### config.mk
export PLATFORM = sky130hd
export DESIGN_NAME = sw_debounce
export DESIGN_NICKNAME = d
export VERILOG_FILES = /design/src/rtl/icestick_pkg.sv /design/src/rtl/sw_debounce_chan.sv /design/src/rtl/sw_debounce.sv
export SDC_FILE = /design/constraint.sdc
export NUM_CORES = 1
export LEC_CHECK = 0
export BUFFER_PORTS_ARGS = -buffer_cell sky130_fd_sc_hd__buf_2
export CAP_MARGIN = 5
export CORE_MARGIN = 1.5
export CORE_UTILIZATION = 54
export DETAILED_ROUTE_END_ITERATION = 10
export PLACE_DENSITY_LB_ADDON = 0.25
export SYNTH_ARGS = -nofsm -noshare
export SYNTH_HDL_FRONTEND = slang
export SYNTH_SLANG_ARGS = --single-unit
### constraint.sdc
create_clock -name clk -period 2.8 [get_ports clk]
set_clock_uncertainty 0.1 [all_clocks]
set_input_delay 0.42 -clock clk [delete_from_list [all_inputs] [get_ports clk]]
set_output_delay 0.42 -clock clk [all_outputs]
set_load 0.005 [all_outputs]
### src/rtl/icestick_pkg.sv
// icestick_pkg -- shared definitions for the iCEstick switch-input slice.
//
// Contents:
//   LOW, RISE_CHK, HIGH, FALL_CHK  debounce FSM state encoding (2 bits)
//   DEFAULT_DEBOUNCE_CYCLES        10 ms qualification window at 12 MHz
//   cnt_width()                    counter width helper, never below 1 bit
package icestick_pkg;

  // Bit 1 of the encoding is set exactly in the two states where the
  // debounced level is high (HIGH and FALL_CHK).
  localparam logic [1:0] LOW      = 2'd0;
  localparam logic [1:0] RISE_CHK = 2'd1;
  localparam logic [1:0] HIGH     = 2'd2;
  localparam logic [1:0] FALL_CHK = 2'd3;

  localparam int DEFAULT_DEBOUNCE_CYCLES = 120000;

  // Width needed to hold 0..n-1, with a floor of one bit so that small
  // terminal counts still give a legal vector.
  function automatic int cnt_width(input int n);
    if (n < 3) return 1;
    return $clog2(n);
  endfunction

endpackage

### src/rtl/sw_debounce_chan.sv
// sw_debounce_chan -- one switch channel: two-flop synchroniser, debounce
// FSM with qualification counter, and registered level/press/release.
//
// Ports:
//   clk         system clock, rising edge
//   rst         asynchronous active-high reset
//   sw_raw      raw asynchronous switch pin, 1 = pressed
//   sw_level    debounced level
//   sw_press    one-cycle pulse on an accepted press (and on auto-repeat)
//   sw_release  one-cycle pulse on an accepted release
//
// Build option: define SW_DEBOUNCE_REPEAT_EN to add auto-repeat press
// pulses while the switch is held (REPEAT_DELAY, then every REPEAT_PERIOD).
module sw_debounce_chan
  import icestick_pkg::*;
#(
  parameter int DEBOUNCE_CYCLES = DEFAULT_DEBOUNCE_CYCLES,
  parameter int REPEAT_DELAY    = 6000000,
  parameter int REPEAT_PERIOD   = 1200000
) (
  input  logic clk,
  input  logic rst,
  input  logic sw_raw,
  output logic sw_level,
  output logic sw_press,
  output logic sw_release
);

  localparam int             CW      = cnt_width(DEBOUNCE_CYCLES);
  localparam logic [CW-1:0]  CNT_MAX = CW'(DEBOUNCE_CYCLES - 1);

  logic          s1;
  logic          s2;
  logic [1:0]    state;
  logic [1:0]    state_nxt;
  logic [CW-1:0] cnt;
  logic [CW-1:0] cnt_nxt;
  logic          press_nxt;
  logic          release_nxt;
  logic          rep_fire;

  // Qualification FSM. A reversal in either CHK state drops straight back
  // to the stable state, so qualification always restarts from scratch and
  // cnt stops at CNT_MAX before it could wrap.
  always_comb begin
    state_nxt   = state;
    cnt_nxt     = cnt;
    press_nxt   = 1'b0;
    release_nxt = 1'b0;
    case (state)
      LOW: begin
        if (s2) begin
          state_nxt = RISE_CHK;
          cnt_nxt   = CW'(1);
        end
      end
      RISE_CHK: begin
        if (!s2) begin
          state_nxt = LOW;
          cnt_nxt   = '0;
        end else if (cnt == CNT_MAX) begin
          state_nxt = HIGH;
          cnt_nxt   = '0;
          press_nxt = 1'b1;
        end else begin
          cnt_nxt = cnt + 1'b1;
        end
      end
      HIGH: begin
        if (!s2) begin
          state_nxt = FALL_CHK;
          cnt_nxt   = CW'(1);
        end
      end
      FALL_CHK: begin
        if (s2) begin
          state_nxt = HIGH;
          cnt_nxt   = '0;
        end else if (cnt == CNT_MAX) begin
          state_nxt   = LOW;
          cnt_nxt     = '0;
          release_nxt = 1'b1;
        end else begin
          cnt_nxt = cnt + 1'b1;
        end
      end
      default: begin
        state_nxt = LOW;
        cnt_nxt   = '0;
      end
    endcase
  end

`ifdef SW_DEBOUNCE_REPEAT_EN
  localparam int RW = cnt_width((REPEAT_DELAY > REPEAT_PERIOD) ? REPEAT_DELAY : REPEAT_PERIOD);
  localparam logic [RW-1:0] RDELAY_MAX  = RW'(REPEAT_DELAY - 1);
  localparam logic [RW-1:0] RPERIOD_MAX = RW'(REPEAT_PERIOD - 1);

  logic [RW-1:0] rcnt;
  logic [RW-1:0] rcnt_nxt;
  logic          rfirst;
  logic          rfirst_nxt;

  // Auto-repeat timer. It restarts only on a fresh press; a bounce into
  // FALL_CHK freezes it, and a return to HIGH resumes from the same count.
  // rfirst selects the longer initial delay until the first repeat fires.
  always_comb begin
    rcnt_nxt   = rcnt;
    rfirst_nxt = rfirst;
    rep_fire   = 1'b0;
    if (press_nxt) begin
      rcnt_nxt   = '0;
      rfirst_nxt = 1'b1;
    end else if (state == HIGH && s2) begin
      if (rcnt == (rfirst ? RDELAY_MAX : RPERIOD_MAX)) begin
        rep_fire   = 1'b1;
        rcnt_nxt   = '0;
        rfirst_nxt = 1'b0;
      end else begin
        rcnt_nxt = rcnt + 1'b1;
      end
    end
  end

  // Repeat timer registers.
  always_ff @(posedge clk or posedge rst) begin
    if (rst) begin
      rcnt   <= '0;
      rfirst <= 1'b1;
    end else begin
      rcnt   <= rcnt_nxt;
      rfirst <= rfirst_nxt;
    end
  end
`else
  assign rep_fire = 1'b0;
`endif

  // Synchroniser, FSM state and registered outputs. The outputs are taken
  // from the next-state decode so they change on the same edge as the FSM.
  always_ff @(posedge clk or posedge rst) begin
    if (rst) begin
      s1         <= 1'b0;
      s2         <= 1'b0;
      state      <= LOW;
      cnt        <= '0;
      sw_level   <= 1'b0;
      sw_press   <= 1'b0;
      sw_release <= 1'b0;
    end else begin
      s1         <= sw_raw;
      s2         <= s1;
      state      <= state_nxt;
      cnt        <= cnt_nxt;
      sw_level   <= state_nxt[1];
      sw_press   <= press_nxt | rep_fire;
      sw_release <= release_nxt;
    end
  end

endmodule

### src/rtl/sw_debounce.sv
// sw_debounce -- debounced, synchronised push-switch inputs for the LED
// blink logic. One independent sw_debounce_chan per switch pin.
//
// Ports:
//   clk         system clock, rising edge
//   rst         asynchronous active-high reset
//   sw_raw      [N_SW] raw switch pins, 1 = pressed
//   sw_level    [N_SW] debounced levels
//   sw_press    [N_SW] one-cycle press pulses (plus auto-repeat if enabled)
//   sw_release  [N_SW] one-cycle release pulses
//
// Build option: SW_DEBOUNCE_REPEAT_EN enables auto-repeat in every channel.
module sw_debounce
  import icestick_pkg::*;
#(
  parameter int N_SW            = 4,
  parameter int DEBOUNCE_CYCLES = DEFAULT_DEBOUNCE_CYCLES,
  parameter int REPEAT_DELAY    = 6000000,
  parameter int REPEAT_PERIOD   = 1200000
) (
  input  logic            clk,
  input  logic            rst,
  input  logic [N_SW-1:0] sw_raw,
  output logic [N_SW-1:0] sw_level,
  output logic [N_SW-1:0] sw_press,
  output logic [N_SW-1:0] sw_release
);

  for (genvar i = 0; i < N_SW; i++) begin : g_chan
    sw_debounce_chan #(
      .DEBOUNCE_CYCLES (DEBOUNCE_CYCLES),
      .REPEAT_DELAY    (REPEAT_DELAY),
      .REPEAT_PERIOD   (REPEAT_PERIOD)
    ) u_chan (
      .clk        (clk),
      .rst        (rst),
      .sw_raw     (sw_raw[i]),
      .sw_level   (sw_level[i]),
      .sw_press   (sw_press[i]),
      .sw_release (sw_release[i])
    );
  end

endmodule
After elaboration in Yosys (flattened, before gate mapping)
Cells that the tools add are included.

Register bits: 92. Bits in latches: 0. Bits in writable memories: 0. Memory bits (read-only): 0. Bits of input ports: 6. Output and inout bits: 12. Memories: 0.

Add/sub/neg operators: 4. Multipliers: 0. Div/mod/pow operators: 0. $lt $le $gt $ge: 0. Eq/ne operators: 32. Shift operators: 0. Mux-type cells: 72. Bitwise operators: 0. Reductions and logical operators: 12.

Operator list (number): $mux 17 (20); $pmux 17 s4 (4); $add 17x1->17 const B (4); $eq 17x17->1 const B (4); $mux 2 (24); $pmux 2 s4 (4); $mux 1 (20); $eq 2x2->1 const B (8); $reduce_and 4->1 (4); $ne 3x1->1 const B (4); $ne 3x3->1 const B (4); $eq 2x1->1 const B (4); $logic_not 2->1 (4); $ne 2x1->1 const B (4); $ne 2x2->1 const B (4); $reduce_and 2->1 (4).

Longest topological paths before layout
Gate-level depths: netlist of the first run.

Depth after elaboration: 4. Mapped depth: 8. Depth with buffers taken out: 6.

By module
A second synthesis of the first run with hierarchy kept.

Cells, all modules: 509. Area total of the unflattened synthesis: 4889.7 µm².

Modules (own cells, without submodules): sw_debounce_chan at g_chan[0].u_chan ... (instances 3, cells each 126, area an instance 1214.9 µm², sequential area each 575.6 µm²); sw_debounce_chan at g_chan[3].u_chan (instances 1, cells each 131, area an instance 1244.9 µm², sequential area each 575.6 µm²).

Least setup slack after synthesis of the first run
OpenSTA, ideal clock, no wires.

Kind: flip-flop to flip-flop. From: reg g_chan[1].u_chan.cnt[0]. To: reg g_chan[1].u_chan.cnt[9]. Library setup time: 69 ps. Arrival: 1854 ps. Required time: 2631 ps. Slack: 777 ps. Stages on the path, launching flop included: 8. Buffers on the path: 1. Path through: dfrtp_1 -> ha_1 -> and3_1 -> and3_1 -> buf_2 -> a21oi_4 -> or4b_1 -> nand3_1.

Word-level cells in the longest chain between the ends: 4.

Ends and longest elaborated chain: start: declaration (line sw_debounce_chan.sv:36) `logic [CW-1:0] cnt;`; start signal: assignment (line sw_debounce_chan.sv:154) `cnt <= cnt_nxt;`; $add 17x1->17 or $eq 17x17->1 (tied branches); $mux 17 (*) (line sw_debounce_chan.sv:61, sw_debounce_chan.sv:79); $mux 17 (on tied branches) (line sw_debounce_chan.sv:76, sw_debounce_chan.sv:58); $pmux 17 s4 (*) (line sw_debounce_chan.sv:50) `case (state)`.

Every way passes the cells marked *; elsewhere a longest branch is shown, timed or not. A chain may end at the register's enable or synchronous reset.

Worst setup path after layout of the first run
Same ends and word-level chain as after synthesis.

==> results of run 1 <==
## flip-flops by register name, summed over array words and instances (netlist names), named ones only
name	cells
g_chan.u_chan.sw_release	4
g_chan.u_chan.state	4
g_chan.u_chan.cnt	68
g_chan.u_chan.s2	4
g_chan.u_chan.s1	4
g_chan.u_chan.sw_press	4
## final cells by class
type / count / area (sq um)
Inverter: 12 / 48.8
Timing Repair Buffer: 24 / 150
Clock buffer: 12 / 145
Tap cell: 108 / 135
Fill cell: 765 / 3600
Multi-Input combinational cell: 371 / 2240
Clock inverter: 2 / 12.5
Sequential cell: 92 / 2300
## metal layers
layer,global-route usage,part of all wire,up-vias
li1,-,-,1837
met1,0.282,0.48,1773
met2,0.315,0.46,90
met3,0.0426,0.045,10
met4,0.0825,0.011,0
met5,0,0,-
## worst max-delay path by stage
| stage | start | to | cells after the start |
|---|---|---|---|
| detailed placement | g_chan[1].u_chan.cnt[0]$_DFFE_PP0P_ | g_chan[1].u_chan.cnt[9]$_DFFE_PP0P_ | 6 |
| floorplan | g_chan[1].u_chan.cnt[0]$_DFFE_PP0P_ | g_chan[1].u_chan.cnt[9]$_DFFE_PP0P_ | 7 |
| finish | g_chan[1].u_chan.cnt[0]$_DFFE_PP0P_ | g_chan[1].u_chan.cnt[9]$_DFFE_PP0P_ | 6 |
| CTS | g_chan[1].u_chan.cnt[0]$_DFFE_PP0P_ | g_chan[1].u_chan.cnt[9]$_DFFE_PP0P_ | 6 |
| global route | g_chan[0].u_chan.cnt[0]$_DFFE_PP0P_ | g_chan[0].u_chan.cnt[7]$_DFFE_PP0P_ | 6 |
| global placement | g_chan[1].u_chan.cnt[0]$_DFFE_PP0P_ | g_chan[1].u_chan.cnt[9]$_DFFE_PP0P_ | 6 |
## worst max-delay path: stages, from the launching register on
cell and delay [ps]:
dfrtp_1 410, ha_1 240, and3_1 220, and3_1 300, a21oi_4 440, or4b_1 480, nand3_1 90
## per-stage QoR
| step | std cells | util | hold slack (ps) | instance area (sq um) | worst slack (ps) |
|---|---|---|---|---|---|
| 6_report | 621 | 0.583 | 57.8 | 5030 | 465 |
| 2_1_floorplan | 504 | - | 231 | 4760 | 777 |
| 3_5_place_dp | 607 | 0.564 | 235 | 4870 | 482 |
| 5_1_grt | 621 | 0.583 | 50.6 | 5030 | 223 |
| 4_1_cts | 621 | 0.583 | 58.3 | 5030 | 477 |
| 3_3_place_gp | 607 | 0.564 | 234 | 4870 | 535 |
## placed cells by master, fill, tap and decap left out, types with 7 or more instances in the layout
| master | count |
|---|---|
| a21o_1 | 10 |
| a21oi_1 | 25 |
| a22o_1 | 7 |
| a31oi_1 | 15 |
| and3_1 | 15 |
| buf_2 | 17 |
| clkbuf_8 | 10 |
| dfrtp_1 | 92 |
| inv_1 | 11 |
| nand2_1 | 63 |
| nand3_1 | 40 |
| nand4_1 | 14 |
| nor2_1 | 32 |
| nor3_1 | 12 |
| nor3b_1 | 10 |
| o21ai_0 | 27 |
| or3_1 | 13 |
## power by group through the flow
stage	logic (W)	clock network [W]	registers, W
after global routing	0.000458	0.000843	0.00147
after floorplan	0.000338	0	0.00145
after CTS	0.000405	0.000789	0.00145
after global placement	0.000393	0	0.00148
final	0.000402	0.000759	0.00145
after detailed placement	0.000403	0	0.00148
## logic make-up (layout without fill, tap and decap cells)
logic type	count (synthesis)	count (layout)	share of synthesized area
fa+ha+maj	4	4	0.0105
flops	92	92	0.484
xor+xnor	14	14	0.0289
buf+inv	41	50	0.0463
mux	9	9	0.0200
simple gates	238	238	0.269
compound gates	106	106	0.141
==> results_dict.tcl, run 1 <==
set metrics [dict create \
    dieArea_sq_um 9390 \
    fmax_ghz 0.428 \
    async_flop_share 1.00 \
    grt_pass1_wl_mm 16.1 \
    p_total_w 0.00261 \
    core_sq_um 8640 \
    maxCapViolations 0 \
    yosys.area.top_type "dfrtp_1" \
    sequentialPowerShare 0.556 \
    overflow 0 \
    antenna_cells 0 \
    r2r.worst_path.cells 6 \
    vias 3710 \
    htree_num_levels 3 \
    clkLatencyLatePin_ps 350 \
    synth_edf_count 0 \
    seq_area_frac_synth 0.484 \
    arrival_ps 2520 \
    via_per_inst 5.97 \
    grt_max_degree 59 \
    min_path_type "in -> async" \
    setup_viol 0 \
    yosys_register_bits 92 \
    drcViolationCount 0 \
    die_h_um 96.9 \
    yosys-top-cells-count "92 x dfrtp_1, 63 x nand2_1, 40 x nand3_1" \
    period_share 0.834 \
    relSlewSlack 0.363 \
    cts_setup_buffers 0 \
    ctsHoldBuffers 0 \
    r2r-end "g_chan[1].u_chan.cnt[9]$_DFFE_PP0P_" \
    clkPwrFrac 0.290 \
    grt_usage 0.204 \
    r2r_slack_ps 470 \
    rsz0062_at_grt "no" \
    min_period_ps 2330 \
    cp_max_fo 18 \
    syn_area_sq_um 4760 \
    cell_internal_pwr_w 0.00187 \
    routabilityCongestion 0.875 \
    clkTransAtPathRegs_ps 80 \
    wl_mm 8.94 \
    row_count 34 \
    drtPass1Iterations 5 \
    crit_path_start_kind "flop" \
    synth.avg_cell_area_sq_um 9.45 \
    yosys.cell_count.top_type "dfrtp_1" \
    synth_top_area_frac 0.484 \
    drt_iter0_markers 145 \
    ys.flop_type "dfrtp_1" \
    power.switching_w 0.000746 \
    die_x_um 96.9 \
    synth.area.top_cells "dfrtp_1 48%, nand2_1 5.0%, nand3_1 4.2%" \
    clockRootBuffer "clkbuf_8" \
    p_leak_nw 2.15 \
    cts_tree "done" \
    hold_viol_final 0 \
    fin_tns_setup_ps 0 \
    dp_hpwl_mm 6.06 \
    worstReg2RegStart "g_chan[1].u_chan.cnt[0]$_DFFE_PP0P_" \
    antenna_found_initial 0 \
    first_global_vias 3572 \
    power_density_nw_per_um2 520 \
    routedWlPerCell_um 14.4 \
    cts_sinks 92 \
    post_cts_resized 0 \
    worstPathRequired_ps 2990 \
    path_class "reg -> reg" \
    ir_worst_vdd_mv 0.473 \
    worst_pin_slew_ps 952 \
    syn_nets 514 \
    cts_buffers 9 \
    io_pins 18 \
    ys_types 56 \
    cp-end-kind "flop" \
    syn_to_final_growth_pct 5.70 \
    ant_nets 0 \
    maxSlewViolCount 0 \
    syn_inst 504 \
    combPwrFrac 0.154 \
    initial_utilization 0.551 \
    io_buffers 17 \
    p_sw_frac 0.285 \
    ys_warn_count 0 \
    clk_path_buf_depth 2 \
    outcome "finished clean" \
    final_layout_size_suffix_gt1_frac 0.101 \
    fin_nets 520 \
]
Power figures use the tool's default switching activity.
==> run 2, diff against run 1 <==
--- a/config.mk
+++ b/config.mk
@@ -5,6 +5,7 @@
 export SDC_FILE = /design/constraint.sdc
 export NUM_CORES = 1
 export LEC_CHECK = 0
+export ABC_AREA = 1
 export BUFFER_PORTS_ARGS = -buffer_cell sky130_fd_sc_hd__buf_2
 export CAP_MARGIN = 5
 export CORE_MARGIN = 1.5
==> constraint.sdc (replaced) <==
create_clock -name clk -period 2.2 [get_ports clk]
set_clock_uncertainty 0.1 [all_clocks]
set_input_delay 0.33 -clock clk [delete_from_list [all_inputs] [get_ports clk]]
set_output_delay 0.33 -clock clk [all_outputs]
set_load 0.005 [all_outputs]
==> run 2 against run 1 <==
Effect of this change: sequential power is 38% higher; core utilization is 2.7 points higher; largest power group unchanged; sequential share of layout area is 5.2 points lower; total power is 65% higher; critical path depth is 2 higher.
==> results_dict.tcl, run 2 <==
set metrics [dict create \
    outcome "finished clean" \
    yosys.area.top_type "dfrtp_1" \
    routedWlPerCell_um 12.2 \
    crit_path_start_kind "flop" \
    ys.flop_type "dfrtp_1" \
    register_area_sq_um 2300 \
    maxCapViolations 0 \
    worst_pin_slew_ps 560 \
    cts_setup_buffers 0 \
    syn_area_sq_um 5250 \
    ys_types 42 \
    grt_pass1_wl_mm 17.1 \
    r2r_slack_ps 540 \
    critPathSlowestCell "dfrtp_1" \
    core_sq_um 9330 \
    cts_sinks 92 \
    largest_reg_flops 68 \
    fin_tns_setup_ps 0 \
    dieArea_sq_um 10300 \
    min_path_type "reg -> reg" \
    wl_mm 9.80 \
    cp-endpoint "g_chan[2].u_chan.cnt[4]$_DFFE_PP0P_" \
    p_total_w 0.00431 \
    arrival_ps 1820 \
    synth.area.top_cells "dfrtp_1 44%, nand2_1 11%, nor2_1 5.6%" \
    ys_warn_count 0 \
    clkTransAtPathRegs_ps 90 \
    final_common_cell "nand2_1" \
    htree_num_levels 3 \
    post_cts_resized 0 \
    fillers 834 \
    synth_top_area_frac 0.439 \
    fmax_ghz 0.601 \
    via_per_inst 5.14 \
    first_global_vias 3928 \
    die_x_um 102 \
    synth.avg_cell_area_sq_um 8.05 \
    min_period_ps 1660 \
    grt_usage 0.209 \
    period_share 0.756 \
    power_density_nw_per_um2 759 \
    seq_area_frac_synth 0.439 \
    final_layout_size_suffix_gt1_frac 0.164 \
    grt_max_degree 46 \
    path_cells "ha_1, nand3_1, nor2_4, nand3_1, nand2_1, nand2_2, clkinv_2, nor2_1" \
    io_buffers 17 \
    r2r-end "g_chan[2].u_chan.cnt[4]$_DFFE_PP0P_" \
    crit_path_frequent_cell "nand3_1" \
    fin_nets 680 \
    hold_viol_final 0 \
    yosys.cell_count.top_type "nand2_1" \
    clk_path_buf_depth 2 \
    maxSlewViolCount 0 \
    regMostFlops "g_chan.u_chan.cnt" \
    p_leak_nw 2.49 \
    setup_viol 0 \
    antenna_cells 0 \
    ant_nets 0 \
    overflow 0 \
    path_class "reg -> reg" \
    drt_iter0_markers 155 \
    rsz0062_at_grt "no" \
    cts_tree "done" \
    synth_edf_count 0 \
    syn_to_final_growth_pct 8.27 \
    syn_nets 662 \
    row_count 35 \
    worstPathRequired_ps 2360 \
    io_pins 18 \
    vias 4134 \
    cp_max_fo 9 \
    dp_hpwl_mm 7.22 \
    die_h_um 102 \
    routabilityCongestion 0.903 \
    ctsHoldBuffers 5 \
    async_flop_share 1.00 \
    critPathLaunch "g_chan[2].u_chan.cnt[1]$_DFFE_PP0P_" \
    max_stage_delay_ps 380 \
    drtPass1Iterations 4 \
    drcViolationCount 0 \
    relSlewSlack 0.626 \
    ir_worst_vdd_mv 0.500 \
    worstReg2RegStart "g_chan[2].u_chan.cnt[1]$_DFFE_PP0P_" \
    layout_common_cells "157 x nand2_1, 92 x dfrtp_1, 79 x nor2_1, 68 x inv_1, 49 x nand3_1" \
    clockRootBuffer "clkbuf_8" \
    cp-end-kind "flop" \
    yosys-top-cells-count "157 x nand2_1, 92 x dfrtp_1, 79 x nor2_1" \
    syn_inst 652 \
    r2r.worst_path.cells 8 \
    cts_buffers 9 \
    multiInputGateArea_sq_um 2510 \
    yosys_register_bits 92 \
    antenna_found_initial 0 \
    initial_utilization 0.563 \
    clkLatencyLatePin_ps 370 \
]
==> run 2: changes by cell type after synthesis, sizes merged, moves of 9 or more <==
cell,before,now
clkbuf,9,0
xor2,8,23
nor2,32,96
a21o,10,1
o21ai,27,39
nor3b,10,0
inv,12,77
nand2,66,172
a31oi,15,0
or3,13,0
and3,15,0
nand3,41,59
==> run 2: power by group <==
| group | leakage (nW) | total [W] | switching, W | internal [W] |
|---|---|---|---|---|
| registers | 1.24 | 0.00200 | 0.000164 | 0.00183 |
| clock network | 0.114 | 0.00127 | 0.000622 | 0.000648 |
| logic | 1.13 | 0.00105 | 0.000717 | 0.000329 |
==> run 2: cell families after synthesis <==
logic type,count (synthesis),synth area share
and+or+nand+nor,359,0.330
buffers and inverters,96,0.0822
DFF,92,0.439
AOI/OAI and AO/OA,75,0.0965
xor gates and xnor gates,26,0.0434
adders and majority gates,4,0.00954
==> run 2: routing by layer <==
metal  track usage  part of all wire  vias to the layer above
li1              -                 -                     2118
met1         0.270              0.48                     1942
met2         0.346              0.47                       56
met3        0.0580             0.034                       18
met4        0.0588             0.016                        0
met5             0                 0                        -
==> run 2: area by class of cell <==
class                           count  share of cell area
Clock buffer                        9              0.0218
Clock inverter                      7              0.0176
Inverter                           78              0.0524
Multi-Input combinational cell    464               0.443
Sequential cell                    92               0.405
Tap cell                          129              0.0284
Timing Repair Buffer               25              0.0321
==> run 2: worst min-delay path by stage <==
| stage | cells past startpoint | slack [ps] | startpoint | endpoint |
|---|---|---|---|---|
| 2_1_floorplan | 0 | 230 | g_chan[0].u_chan.s1$_DFF_PP0_ | g_chan[0].u_chan.s2$_DFF_PP0_ |
| 3_3_place_gp | 0 | 230 | g_chan[1].u_chan.s1$_DFF_PP0_ | g_chan[1].u_chan.s2$_DFF_PP0_ |
| 3_5_place_dp | 0 | 240 | g_chan[1].u_chan.s1$_DFF_PP0_ | g_chan[1].u_chan.s2$_DFF_PP0_ |
| 4_1_cts | 0 | 250 | g_chan[1].u_chan.s1$_DFF_PP0_ | g_chan[1].u_chan.s2$_DFF_PP0_ |
| 5_1_grt | 0 | 250 | g_chan[1].u_chan.s1$_DFF_PP0_ | g_chan[1].u_chan.s2$_DFF_PP0_ |
| 6_report | 0 | 240 | g_chan[1].u_chan.s1$_DFF_PP0_ | g_chan[1].u_chan.s2$_DFF_PP0_ |
==> run 2: stage by stage <==
stage | setup WS (ps) | area [sq um] | util | cells | hold WS (ps)
global route | 393 | 5680 | 0.609 | 804 | 248
finish | 537 | 5680 | 0.609 | 804 | 244
detailed placement | 556 | 5410 | 0.580 | 783 | 236
global placement | 595 | 5410 | 0.580 | 783 | 232
floorplan | 692 | 5250 | - | 652 | 231
CTS | 541 | 5680 | 0.609 | 804 | 250
==> run 2: critical path: cells and delay by family (launching register included) <==
family                     cells  cell delay [ps]
adders and majority gates      1              200
buffers and inverters          1              130
DFF                            1              380
and+or+nand+nor                6              740
